File: config.mk
export PLATFORM = sky130hd
export DESIGN_NAME = encode_scheduler
export DESIGN_NICKNAME = d
export VERILOG_FILES = /design/src/rtl/encode_scheduler.sv
export SDC_FILE = /design/constraint.sdc
export NUM_CORES = 1
export LEC_CHECK = 0
export ABC_CLOCK_PERIOD_IN_PS = 2200
export BUFFER_PORTS_ARGS = -buffer_cell sky130_fd_sc_hd__buf_2
export CAP_MARGIN = 10
export CORE_MARGIN = 2
export CORE_UTILIZATION = 49
export CTS_BUF_LIST = sky130_fd_sc_hd__clkbuf_16
export CTS_CLUSTER_DIAMETER = 80
export DETAILED_ROUTE_END_ITERATION = 10
export PLACE_DENSITY_LB_ADDON = 0.3
export SLEW_MARGIN = 30
export SYNTH_ARGS = -nofsm -noshare
export SYNTH_HDL_FRONTEND = slang
export SYNTH_SLANG_ARGS = --single-unit
export TNS_END_PERCENT = 50
File: constraint.sdc
create_clock -name bitclk -period 2.2 [get_ports bitclk]
set_clock_uncertainty 0.05 [all_clocks]
set_input_delay 0.66 -clock bitclk [delete_from_list [all_inputs] [get_ports bitclk]]
set_output_delay 0.66 -clock bitclk [all_outputs]
set_load 0.02 [all_outputs]
File: src/rtl/encode_scheduler.sv
// encode_scheduler: shares one 8b10b encoder between N_REQ byte requesters.
// Every sym_strobe is one symbol slot. After enable the link sends a burst of
// sync commas, then repeating frames of one comma slot followed by data slots.
// Data slots are arbitrated round-robin with a per-owner burst limit.
// All decisions are registered, so they appear one bitclk after the strobe.
module encode_scheduler #(
   parameter int         N_REQ       = 4,
   parameter logic [8:0] COMMA_CHAR  = 9'h13C,
   parameter logic [8:0] IDLE_CHAR   = 9'h11C,
   parameter int         FRAME_LEN   = 9,
   parameter int         MAX_BURST   = 8,
   parameter int         SYNC_COMMAS = 4
) (
   input  logic                 bitclk,
   input  logic                 reset_bitclk,
   input  logic                 enable,
   input  logic [N_REQ-1:0]     req_mask,
   input  logic                 sym_strobe,
   input  logic [N_REQ-1:0]     req,
   input  logic [8*N_REQ-1:0]   req_data,
   output logic [N_REQ-1:0]     gnt,
   output logic [8:0]           enc_data,
   output logic                 enc_valid,
   output logic [1:0]           state,
   output logic [15:0]          frame_cnt
);

   localparam int OW = (N_REQ > 1) ? $clog2(N_REQ) : 1;

   // Slot, burst and sync counters are 8 bits wide: FRAME_LEN and MAX_BURST
   // are limited to 255, and SYNC_COMMAS is expected to stay below 256.
   localparam logic [7:0]    LAST_SLOT = 8'(FRAME_LEN - 1);
   localparam logic [7:0]    MAX_B     = 8'(MAX_BURST);
   localparam logic [7:0]    SYNC_N    = 8'(SYNC_COMMAS);
   localparam logic [OW-1:0] LAST_REQ  = OW'(N_REQ - 1);

   typedef enum logic [1:0] {
      ST_IDLE = 2'd0,
      ST_SYNC = 2'd1,
      ST_RUN  = 2'd2
   } state_t;

   state_t            state_q, state_d;
   logic [8:0]        enc_data_q, enc_data_d;
   logic              enc_valid_q, enc_valid_d;
   logic [N_REQ-1:0]  gnt_q, gnt_d;
   logic [15:0]       frame_cnt_q, frame_cnt_d;
   logic [7:0]        slot_q, slot_d;
   logic [7:0]        burst_q, burst_d;
   logic [OW-1:0]     owner_q, owner_d;
   logic [7:0]        sync_cnt_q, sync_cnt_d;

   // Arbitration and slot bookkeeping signals
   logic [N_REQ-1:0]  elig;
   logic              any_elig;
   logic              keep_owner;
   logic              found;
   logic [OW-1:0]     cand;
   logic [OW-1:0]     pick;
   logic [OW-1:0]     winner;
   logic [7:0]        win_byte;
   logic              sync_done;
   logic              frame_start;
   logic [7:0]        next_slot;

   // State and datapath registers; reset is asynchronous and clears everything
   always_ff @(posedge bitclk or posedge reset_bitclk) begin
      if (reset_bitclk) begin
         state_q     <= ST_IDLE;
         enc_data_q  <= IDLE_CHAR;
         enc_valid_q <= 1'b0;
         gnt_q       <= '0;
         frame_cnt_q <= '0;
         slot_q      <= '0;
         burst_q     <= '0;
         owner_q     <= '0;
         sync_cnt_q  <= '0;
      end else begin
         state_q     <= state_d;
         enc_data_q  <= enc_data_d;
         enc_valid_q <= enc_valid_d;
         gnt_q       <= gnt_d;
         frame_cnt_q <= frame_cnt_d;
         slot_q      <= slot_d;
         burst_q     <= burst_d;
         owner_q     <= owner_d;
         sync_cnt_q  <= sync_cnt_d;
      end
   end

   // Slot-level status shared by the FSM and the datapath
   always_comb begin
      sync_done   = (sync_cnt_q >= SYNC_N);
      frame_start = ((state_q == ST_SYNC) && sync_done) ||
                    ((state_q == ST_RUN) && (slot_q == 8'd0));
      next_slot   = (slot_q == LAST_SLOT) ? 8'd0 : slot_q + 8'd1;
   end

   // Next-state: move only on strobes; disable always falls back to IDLE
   always_comb begin
      state_d = state_q;
      if (sym_strobe) begin
         case (state_q)
            ST_IDLE: if (enable) state_d = ST_SYNC;
            ST_SYNC: begin
               if (!enable)        state_d = ST_IDLE;
               else if (sync_done) state_d = ST_RUN;
            end
            ST_RUN:  if (!enable) state_d = ST_IDLE;
            default: state_d = ST_IDLE;
         endcase
      end
   end

   // Round-robin pick: keep the owner while it is eligible and under its
   // burst limit, otherwise take the first eligible requester after it.
   // The owner itself is the last candidate, so a lone requester whose burst
   // expired is re-selected and starts a fresh burst.
   always_comb begin
      elig       = req & ~req_mask;
      any_elig   = |elig;
      keep_owner = elig[owner_q] && (burst_q < MAX_B);
      found      = 1'b0;
      pick       = owner_q;
      cand       = owner_q;
      for (int k = 0; k < N_REQ; k++) begin
         cand = (cand == LAST_REQ) ? '0 : cand + 1'b1;
         if (!found && elig[cand]) begin
            found = 1'b1;
            pick  = cand;
         end
      end
      winner   = keep_owner ? owner_q : pick;
      win_byte = '0;
      for (int j = 0; j < N_REQ; j++) begin
         if (winner == OW'(j)) win_byte = req_data[j*8 +: 8];
      end
   end

   // Output and counter updates: one symbol decision per strobe
   always_comb begin
      enc_data_d  = enc_data_q;
      enc_valid_d = 1'b0;
      gnt_d       = '0;
      frame_cnt_d = frame_cnt_q;
      slot_d      = slot_q;
      burst_d     = burst_q;
      owner_d     = owner_q;
      sync_cnt_d  = sync_cnt_q;
      if (sym_strobe) begin
         enc_valid_d = 1'b1;
         enc_data_d  = IDLE_CHAR;
         if (!enable) begin
            slot_d     = '0;
            burst_d    = '0;
            owner_d    = '0;
            sync_cnt_d = '0;
         end else if (state_q == ST_IDLE) begin
            enc_data_d = COMMA_CHAR;
            sync_cnt_d = 8'd1;
         end else if ((state_q == ST_SYNC) && !sync_done) begin
            enc_data_d = COMMA_CHAR;
            sync_cnt_d = sync_cnt_q + 8'd1;
         end else if (frame_start) begin
            enc_data_d  = COMMA_CHAR;
            frame_cnt_d = frame_cnt_q + 16'd1;
            slot_d      = next_slot;
         end else if (state_q == ST_RUN) begin
            slot_d = next_slot;
            if (any_elig) begin
               enc_data_d = {1'b0, win_byte};
               gnt_d      = N_REQ'(1) << winner;
               if (keep_owner) begin
                  burst_d = burst_q + 8'd1;
               end else begin
                  owner_d = winner;
                  burst_d = 8'd1;
               end
            end
         end
      end
   end

   assign state     = state_q;
   assign enc_data  = enc_data_q;
   assign enc_valid = enc_valid_q;
   assign gnt       = gnt_q;
   assign frame_cnt = frame_cnt_q;

endmodule

==> metrics.txt, run 1 <==
CP delay by family, top compound AO/OA/AOI/OAI gates; Via density 5.70; Final Critical Period 2.40 ns; failing checks setup timing; Core Area 6680 um^2; CP startpoint kind input port; Cell Area, Synth 3340 um^2; Layout area overhead 43.7%; WL final 8.86 mm; Clock Latency Late Sink 0.32 ns; initial antenna violation count 0; R2R setup slack -0.19 ns; status finished, violations left; final worst slack -0.203 ns; Final Hold Fails 0; Pleak 2.31 nW; CTS H-tree lvls 3; Worst R2R Start owner_q[1]$_DFFE_PP0P_; I/O pins 76; top post-synthesis cells by area dfrtp_1 40%, nor2_1 4.8%, nand2_1 4.3%, o21ai_0 3.9%, xnor2_1 3.4%; Placement Setup Slack -0.651 ns; placed cell areas 4180 um^2; max-cap violations 0; warnings from Yosys 0; ys flop type dfrtp_1; first-pass GRT wire length 14.1 mm; Design Area, Final 4800 um^2; WP buf/inv 1; ant diodes 0; die span in x 86.6 um; final critical-path share of the clock period 109%; endpoints failing setup 11; worst hold path class in -> async; Starting Density 50.0%; Vias 3,368; leading area contributor after synthesis dfrtp_1; Slew Viols, Final 0; post-DP HPWL 6.21 mm; Mapped Avg Cell Area 9.08 um^2; die area 7500 um^2; maximum vdd ir drop 559 uV; post-DR wirelength/cell 15.0 um; PortBufs 75; share of the synthesized area in the top cell type 40.4%; Clock Path Buffers 2; FF-to-FF End enc_data[3]$_DFFE_PP1P_; gp weighted congestion 0.850; sequential area share after synthesis 43.6%; Worst Tran Pin Value 0.395 ns; clock sink total 58; total power 4.43 mW; DRC Markers 0; vias in the first global route 3,188; final cell count without fillers 591; CP cell instances buf_2 -> nand2b_4 -> mux4_2 -> or2_4 -> a32o_2 -> a21bo_1 -> a221oi_1 -> a211oi_2; pin count of the biggest net entering global routing 52; Post-Synthesis Cells 368; kind of critical path in -> reg; die height 86.6 um; number of flops mapped to enable cells by yosys 0; syn_nets 419; RSZ-0062 raised after global routing yes; max incr delay on CP 0.46 ns; Cell variety after synth 61; placed insts 566; Crit Path Max Fanout 5; fraction of layout cells with a size suffix above 1 41.3%; Slew HR 73.6%; # hold bufs at CTS 0; CP Data Arrival Time 2.59 ns; Critical-path top delay cell mux4_2; Total GRT Usage 23.6%; Worst Reg2Reg Path Length in Cells 7; CTS tree built; Pwr Density 922 nW/um^2; worst hold slack 0.181 ns; Antenna Nets Post-Route 0; Crit. End Element flip-flop; Rows 30; DRT iter0 DRCs 211; Fmax achieved 416 MHz; Seq cells post-synth 58; CTS buffer count 9; Nets 557; Async S/R FF share, synth 100%; CTS clk-pin slew, worst paths 0.05 ns; DRT Pass-1 Iters 4; CP required 2.39 ns; Congestion Overflow GR 0; Root Driver clkbuf_16
-- cell usage in the layout (no fill, tap or decap), drive strengths merged, types with 8 or more instances in the layout --
cell and n:
o211ai 10, and2 8, dfrtp 54, nand3 19
clkbuf 9, nand2b 8, o21ai 28, a21oi 16
nand4 10, xnor2 13, inv 17, nor2 43
and3 10, buf 136, nand2 38
-- layout make-up --
type,instances,area (um^2)
sequential,58,1460
tap,80,100
multi-input combinational,285,1990
inverter,16,60.1
clock inverter,7,61.3
timing repair buffer,136,907
clock buffer,9,225
fill,521,1880
-- cell usage after synthesis (4+ instances only) --
master and instances:
dfstp_2 4, a32oi_1 4, o22ai_1 4, nand4_1 10, and2_2 4, nor2_1 43, and3_1 9, o21ai_0 26
inv_1 16, nand2b_1 4, nand2b_4 4, a21oi_1 14, o31ai_1 4, nand2_1 38, nor2b_1 5, nand3_1 18
xnor2_1 13, or2_2 4, ha_1 7, nor3_1 7, o211ai_1 10, dfrtp_1 54, clkbuf_1 5, a2bb2oi_1 7
-- layer usage --
metal	GRT usage [%]	share of wire, %	wire length, um	vias to the layer above
met4	9.94	3.3	289	0
met1	29.6	42	3700	1577
met3	6.38	6.0	532	31
met2	38.4	49	4340	139
met5	0	0	0	-
li1	-	-	-	1621
-- what timing repair did --
item	in CTS	in global routing
gates cloned	1	1
endpoints found under the setup margin	19	23
setup buffers	7	1
pin swaps	15	15
gates resized for setup	28	32
-- where the power goes --
part           internal [mW]  leakage (nW)  total (mW)  switching (mW)
registers               1.12         0.777        1.18          0.0595
logic                  0.979          1.39        1.92           0.942
clock network          0.861         0.148        1.32           0.462
total                   2.96          2.31        4.43            1.46
-- worst register-to-register path: cells and delay by family (launching register included) --
kind / cells / cell delay [ns]
flip-flops: 1 / 0.39
multiplexers: 1 / 0.50
AND/OR/NAND/NOR: 1 / 0.27
AO/OA/AOI/OAI: 4 / 0.95
buffers and inverters: 1 / 0.13
-- how the worst max path moves through the flow --
stage,slack [ns],end,from,cells after the start
finish,-0.20,enc_data[3]$_DFFE_PP1P_,req_mask[2],8
global route,-0.26,enc_data[3]$_DFFE_PP1P_,owner_q[0]$_DFFE_PP0P_,9
CTS,-0.09,enc_data[2]$_DFFE_PP1P_,owner_q[1]$_DFFE_PP0P_,7
detailed placement,-0.65,enc_data[6]$_DFFE_PP0P_,req[3],11
global placement,-0.60,enc_data[6]$_DFFE_PP0P_,req[3],11
floorplan,-0.33,enc_data[0]$_DFFE_PP0P_,req_mask[3],9
-- sequential cells by signal (all words and copies together) (netlist names) --
signal      count
burst_q         8
owner_q         2
enc_valid       1
frame_cnt      16
gnt             4
sync_cnt_q      8
enc_data        9
slot_q          8
state           2
-- stage by stage --
step,util [%],setup TNS (ns)
after floorplan,-,-3.17
after global placement,62.6,-10.42
after detailed placement,62.6,-10.46
after CTS,69.9,-0.456
after global routing,71.9,-2.13
final,71.9,-1.01
-- cell families after synthesis --
group	count (synthesis)	share of synthesized area, %
AND/OR/NAND/NOR	160	24.4
AO/OA/AOI/OAI	99	20.5
flip-flops	58	43.6
buffers and inverters	25	3.41
XOR/XNOR	16	4.19
adder cells (fa/ha/maj)	7	2.62
multiplexers	3	1.31
Power figures use the tool's default switching activity.
==> run 2, diff against run 1 <==
--- a/config.mk
+++ b/config.mk
@@ -14,6 +14,7 @@
 export CTS_CLUSTER_DIAMETER = 80
 export DETAILED_ROUTE_END_ITERATION = 10
 export PLACE_DENSITY_LB_ADDON = 0.3
+export RECOVER_POWER = 25
 export SLEW_MARGIN = 30
 export SYNTH_ARGS = -nofsm -noshare
 export SYNTH_HDL_FRONTEND = slang
==> run 2 against run 1 <==
The run still ends with setup timing left. Combinational power is essentially flat. Maximum frequency about the same. Critical path depth unchanged. Global-route usage is the same. Clock power about the same. Core utilization decreased by 0.24 points. Total power about the same. Cell count unchanged. Flip-flop and latch count stayed put. Sequential share of layout area up 0.10 points. Critical path type unchanged. Largest cell class unchanged.
==> metrics.txt, run 2 (same netlist as run 1, synthesis figures left out) <==
# hold bufs at CTS 0; post-DP HPWL 6.21 mm; Vias 3,368; CTS tree built; PortBufs 75; Worst Tran Pin Value 1.22 ns; Final Critical Period 2.40 ns; Pleak 2.31 nW; failing checks setup timing; Clock Path Buffers 2; Slew Viols, Final 0; Worst Reg2Reg Path Length in Cells 7; die span in x 86.6 um; CP startpoint kind input port; Total GRT Usage 23.6%; maximum vdd ir drop 559 uV; Congestion Overflow GR 0; final cell count without fillers 591; Core Area 6680 um^2; DRT Pass-1 Iters 4; CP required 2.39 ns; R2R setup slack -0.19 ns; Starting Density 50.0%; WL final 8.86 mm; gp weighted congestion 0.850; RSZ-0062 raised after global routing yes; Final Hold Fails 0; Nets 557; CTS buffer count 9; max reg flops 16; multi-input logic area 1990 um^2; max-cap violations 0; vias in the first global route 3,188; Slew HR 18.6%; clock sink total 58; Worst R2R Start owner_q[1]$_DFFE_PP0P_; initial antenna violation count 0; Root Driver clkbuf_16; CTS H-tree lvls 3; post-DR wirelength/cell 15.0 um; DRC Markers 0; CP Data Arrival Time 2.59 ns; Via density 5.70; Crit. End Element flip-flop; DRT iter0 DRCs 211; Layout area overhead 43.2%; Design Area, Final 4790 um^2; ant diodes 0; pin count of the biggest net entering global routing 52; die height 86.6 um; placed cell areas 4180 um^2; CTS clk-pin slew, worst paths 0.05 ns; fraction of layout cells with a size suffix above 1 40.9%; Clock Latency Late Sink 0.32 ns; number of fill cells 524; worst hold path class in -> async; I/O pins 76; endpoints failing setup 11; placed insts 566; Antenna Nets Post-Route 0; Pwr Density 924 nW/um^2; leading cell type in the layout, fill and taps excluded buf_2; status finished, violations left; Rows 30; Crit Path Max Fanout 5; final worst slack -0.203 ns; Reg area 1460 um^2; Fmax achieved 416 MHz; FF-to-FF End enc_data[3]$_DFFE_PP1P_; first-pass GRT wire length 14.1 mm; kind of critical path in -> reg; final critical-path share of the clock period 109%; die area 7500 um^2; commonest non-fill, non-tap cells in the layout 71 x buf_2, 54 x dfrtp_1, 51 x buf_4
## run 2: changes by cell type in the layout (fill, tap and decap cells not counted)
cell      before  now
buf_2         72   71
buf_12         2    1
clkbuf_1       0    1
inv_1         16   17
inv_2          1    0
clkbuf_2       0    1
## run 2: critical path: stages
cell and delay (ns):
buf_2 0.11, nand2b_4 0.13, mux4_2 0.46, or2_4 0.27, a32o_2 0.30, a21bo_1 0.24, a221oi_1 0.32, a211oi_2 0.09
## run 2: per-layer routing
layer | track usage, % | vias up | wire [um]
li1 | - | 1621 | -
met1 | 29.6 | 1577 | 3700
met2 | 38.4 | 139 | 4340
met3 | 6.38 | 31 | 531
met4 | 9.94 | 0 | 289
met5 | 0 | - | 0
## run 2: power by group
part	internal (mW)	leakage [nW]	switching (mW)
clock network	0.861	0.148	0.462
logic	0.975	1.38	0.941
registers	1.12	0.777	0.0595
total	2.96	2.31	1.46
## run 2: how the worst max path moves through the flow
stage	start	end	slack, ns	cells after the start
2_1_floorplan	req_mask[3]	enc_data[0]$_DFFE_PP0P_	-0.33	9
3_3_place_gp	req[3]	enc_data[6]$_DFFE_PP0P_	-0.60	11
3_5_place_dp	req[3]	enc_data[6]$_DFFE_PP0P_	-0.65	11
4_1_cts	owner_q[1]$_DFFE_PP0P_	enc_data[2]$_DFFE_PP1P_	-0.09	7
5_1_grt	owner_q[0]$_DFFE_PP0P_	enc_data[3]$_DFFE_PP1P_	-0.26	9
6_report	req_mask[2]	enc_data[3]$_DFFE_PP1P_	-0.20	8
## run 2: per-stage QoR
step                utilization, %  setup TNS, ns  power [mW]  hold WS, ns  worst slack (ns)
floorplan                        -          -3.17        1.99        0.414            -0.332
global placement              62.6         -10.42        2.52        0.404            -0.600
detailed placement            62.6         -10.46        2.55        0.408            -0.651
CTS                           69.9         -0.456        4.20        0.178           -0.0873
global route                  71.6          -2.21        4.63        0.220            -0.260
finish                        71.6          -1.01        4.42        0.210            -0.203
## run 2: repair_timing
item	CTS	global route
setup endpoints to repair	19	23
pin swaps	15	15
resized for setup	28	32
setup buffers	7	1
cloned	1	1
## run 2: area by class of cell
cell class,count,area share [%]
sequential,58,30.4
tap,80,2.09
clock inverter,7,1.28
clock buffer,9,4.70
multi-input combinational,285,41.6
timing repair buffer,136,18.6
inverter,16,1.25
==> run 3, diff against run 2 <==
--- a/config.mk
+++ b/config.mk
@@ -5,6 +5,7 @@
 export SDC_FILE = /design/constraint.sdc
 export NUM_CORES = 1
 export LEC_CHECK = 0
+export ABC_AREA = 1
 export ABC_CLOCK_PERIOD_IN_PS = 2200
 export BUFFER_PORTS_ARGS = -buffer_cell sky130_fd_sc_hd__buf_2
 export CAP_MARGIN = 10
==> run 3 against run 2 <==
The run still ends with setup timing left. Hold slack gained 0.20 ns. Synthesized cell count grew 14%. Wire length shrank 0.14%. Design area grew 0.73%. Clock-buffer cell count is the same. Die area shrank 1.6%. Cell count grew 8.6%. Combinational power grew 74%. Core utilization grew 3.4 points. Largest power group unchanged.
==> metrics.txt, run 3 <==
Worst Tran Pin Value 1.39 ns; Pwr Density 1280 nW/um^2; share of the synthesized area in the top cell type 41.1%; Seq cells post-synth 58; first-pass GRT wire length 14.2 mm; post-DP HPWL 5.87 mm; Fmax achieved 407 MHz; kind of critical path reg -> reg; cell with the most instances after synthesis nand2_1; Cell Area, Synth 3290 um^2; Core Area 6420 um^2; CTS H-tree lvls 3; I/O pins 76; Slew Viols, Final 0; CTS clk-pin slew, worst paths 0.05 ns; Nets 611; Slew HR 7.22%; Placement Setup Slack -0.319 ns; max reg flops 16; number of flops mapped to enable cells by yosys 0; die span in x 85.9 um; Final Hold Fails 0; Setup TNS Final -1.96 ns; ys flop type dfrtp_1; top post-synthesis cells by area dfrtp_1 41%, nand2_1 12%, inv_1 6.1%, nor2_1 4.7%, nand3_1 4.3%; Layout area overhead 46.7%; Final Critical Period 2.46 ns; Cell variety after synth 41; Async S/R FF share, synth 100%; endpoints failing setup 10; ant diodes 0; Pleak 2.55 nW; warnings from Yosys 0; DRT iter0 DRCs 215; status finished, violations left; CTS tree built; number of fill cells 432; WL final 8.85 mm; die area 7380 um^2; leading cell type in the layout, fill and taps excluded nand2_1; placed insts 613; CP Data Arrival Time 2.62 ns; vias in the first global route 3,222; hold depth 1; DRC Markers 0; final worst slack -0.258 ns; Clock Latency Late Sink 0.33 ns; Worst Reg2Reg Path Length in Cells 18; fraction of layout cells with a size suffix above 1 40.9%; initial antenna violation count 0; DRT Pass-1 Iters 5; CTS buffer count 9; RSZ-0062 raised after global routing yes; maximum vdd ir drop 1080 uV; Reg area 1460 um^2; leading area contributor after synthesis dfrtp_1; worst hold slack 0.408 ns; CP required 2.36 ns; max-cap violations 0; Congestion Overflow GR 0; syn_nets 471; Root Driver clkbuf_16; gp weighted congestion 0.948; Final Util 75.1%; placed cell areas 4100 um^2; failing checks setup timing; die height 85.9 um; Rows 29; # hold bufs at CTS 0; commonest non-fill, non-tap cells in the layout 84 x nand2_1, 74 x buf_2, 53 x dfrtp_1; final critical-path share of the clock period 112%; Design Area, Final 4820 um^2; Post-Synthesis Cells 420; Antenna Nets Post-Route 0; worst hold path class reg -> reg; Starting Density 51.2%; Total GRT Usage 24.1%; multi-input logic area 1880 um^2; Crit. End Element flip-flop; final cell count without fillers 642; sequential area share after synthesis 44.3%; top cells by count, synth 106 x nand2_1, 54 x dfrtp_1, 53 x inv_1; CP startpoint kind flip-flop; pin count of the biggest net entering global routing 59; post-DR wirelength/cell 13.8 um; Vias 3,352; Mapped Avg Cell Area 7.83 um^2; Crit Path Max Fanout 7; Clock Path Buffers 2; Via density 5.22; PortBufs 75; total power 6.15 mW; clock sink total 58
## run 3: cell count changes in the layout (fill, tap and decap cells not counted), sizes merged, moves of 5 or more
cell,change
xor2,+12
nand2b,-8
xnor2,-10
inv,+43
nand4,-6
buf,-6
nor2b,-5
and3,-10
nand3,+12
a2bb2oi,-7
and2,-7
nor2,+6
nand2,+78
## run 3: logic make-up (layout without fill, tap and decap cells)
logic type,after synthesis,in the layout,share of synthesized area [%]
buf+inv,65,209,7.61
simple gates,214,215,30.5
fa+ha+maj,7,7,2.66
flops,58,58,44.3
xor+xnor,18,18,4.79
compound gates,58,58,10.2
## run 3: path summary, 6_finish.rpt
path,startpoint,endpoint,slack (ns)
max in group asynchronous,reset_bitclk,owner_q[0]$_DFFE_PP0P_,0.41
min in group asynchronous,reset_bitclk,frame_cnt[12]$_DFFE_PP0P_,0.77
setup reg to reg,owner_q[0]$_DFFE_PP0P_,enc_data[5]$_DFFE_PP0P_,-0.26
hold reg to reg,frame_cnt[15]$_DFFE_PP0P_,frame_cnt[15]$_DFFE_PP0P_,0.41
setup / recovery,owner_q[0]$_DFFE_PP0P_,enc_data[5]$_DFFE_PP0P_,-0.26
hold / removal,frame_cnt[15]$_DFFE_PP0P_,frame_cnt[15]$_DFFE_PP0P_,0.41
## run 3: final cells by class
class | instances | share of cell area [%]
multi-input cells | 298 | 38.9
flip-flops and latches | 58 | 30.2
repair buffers | 130 | 17.0
inverters | 63 | 5.27
clock buffers | 9 | 4.67
well taps | 77 | 2.00
clock inverters | 7 | 1.95
## run 3: power breakdown
part           switching, mW  internal (mW)  leakage (nW)  total, mW
Combinational           1.95           1.40          1.64       3.34
Sequential             0.115           1.21         0.762       1.32
Clock                  0.496          0.987         0.151       1.48
Total                   2.56           3.59          2.55       6.15
## run 3: critical path: stages (launching register included)
cell     delay, ns
dfrtp_2       0.43
ha_4          0.30
inv_2         0.07
nand2_2       0.09
nand2_4       0.08
nand2_1       0.11
buf_4         0.12
inv_1         0.03
a31oi_1       0.27
nand2_4       0.11
nand2_8       0.13
inv_6         0.05
or2_0         0.19
nand2_1       0.07
nand2_1       0.05
nand2_1       0.06
nand2_1       0.05
nand2_1       0.06
nand2_1       0.04
## run 3: layer usage
layer	track usage, %	wire length [um]
met1	28.7	3530
met2	41.4	4500
met3	8.18	673
met4	6.93	144
met5	0	0
## run 3: timing repair
action / CTS / global route
setup buffers: 6 / 6
resized for setup: 19 / 65
gates cloned: 1 / 0
setup endpoints to repair: 11 / 19
pin swaps: 10 / 18
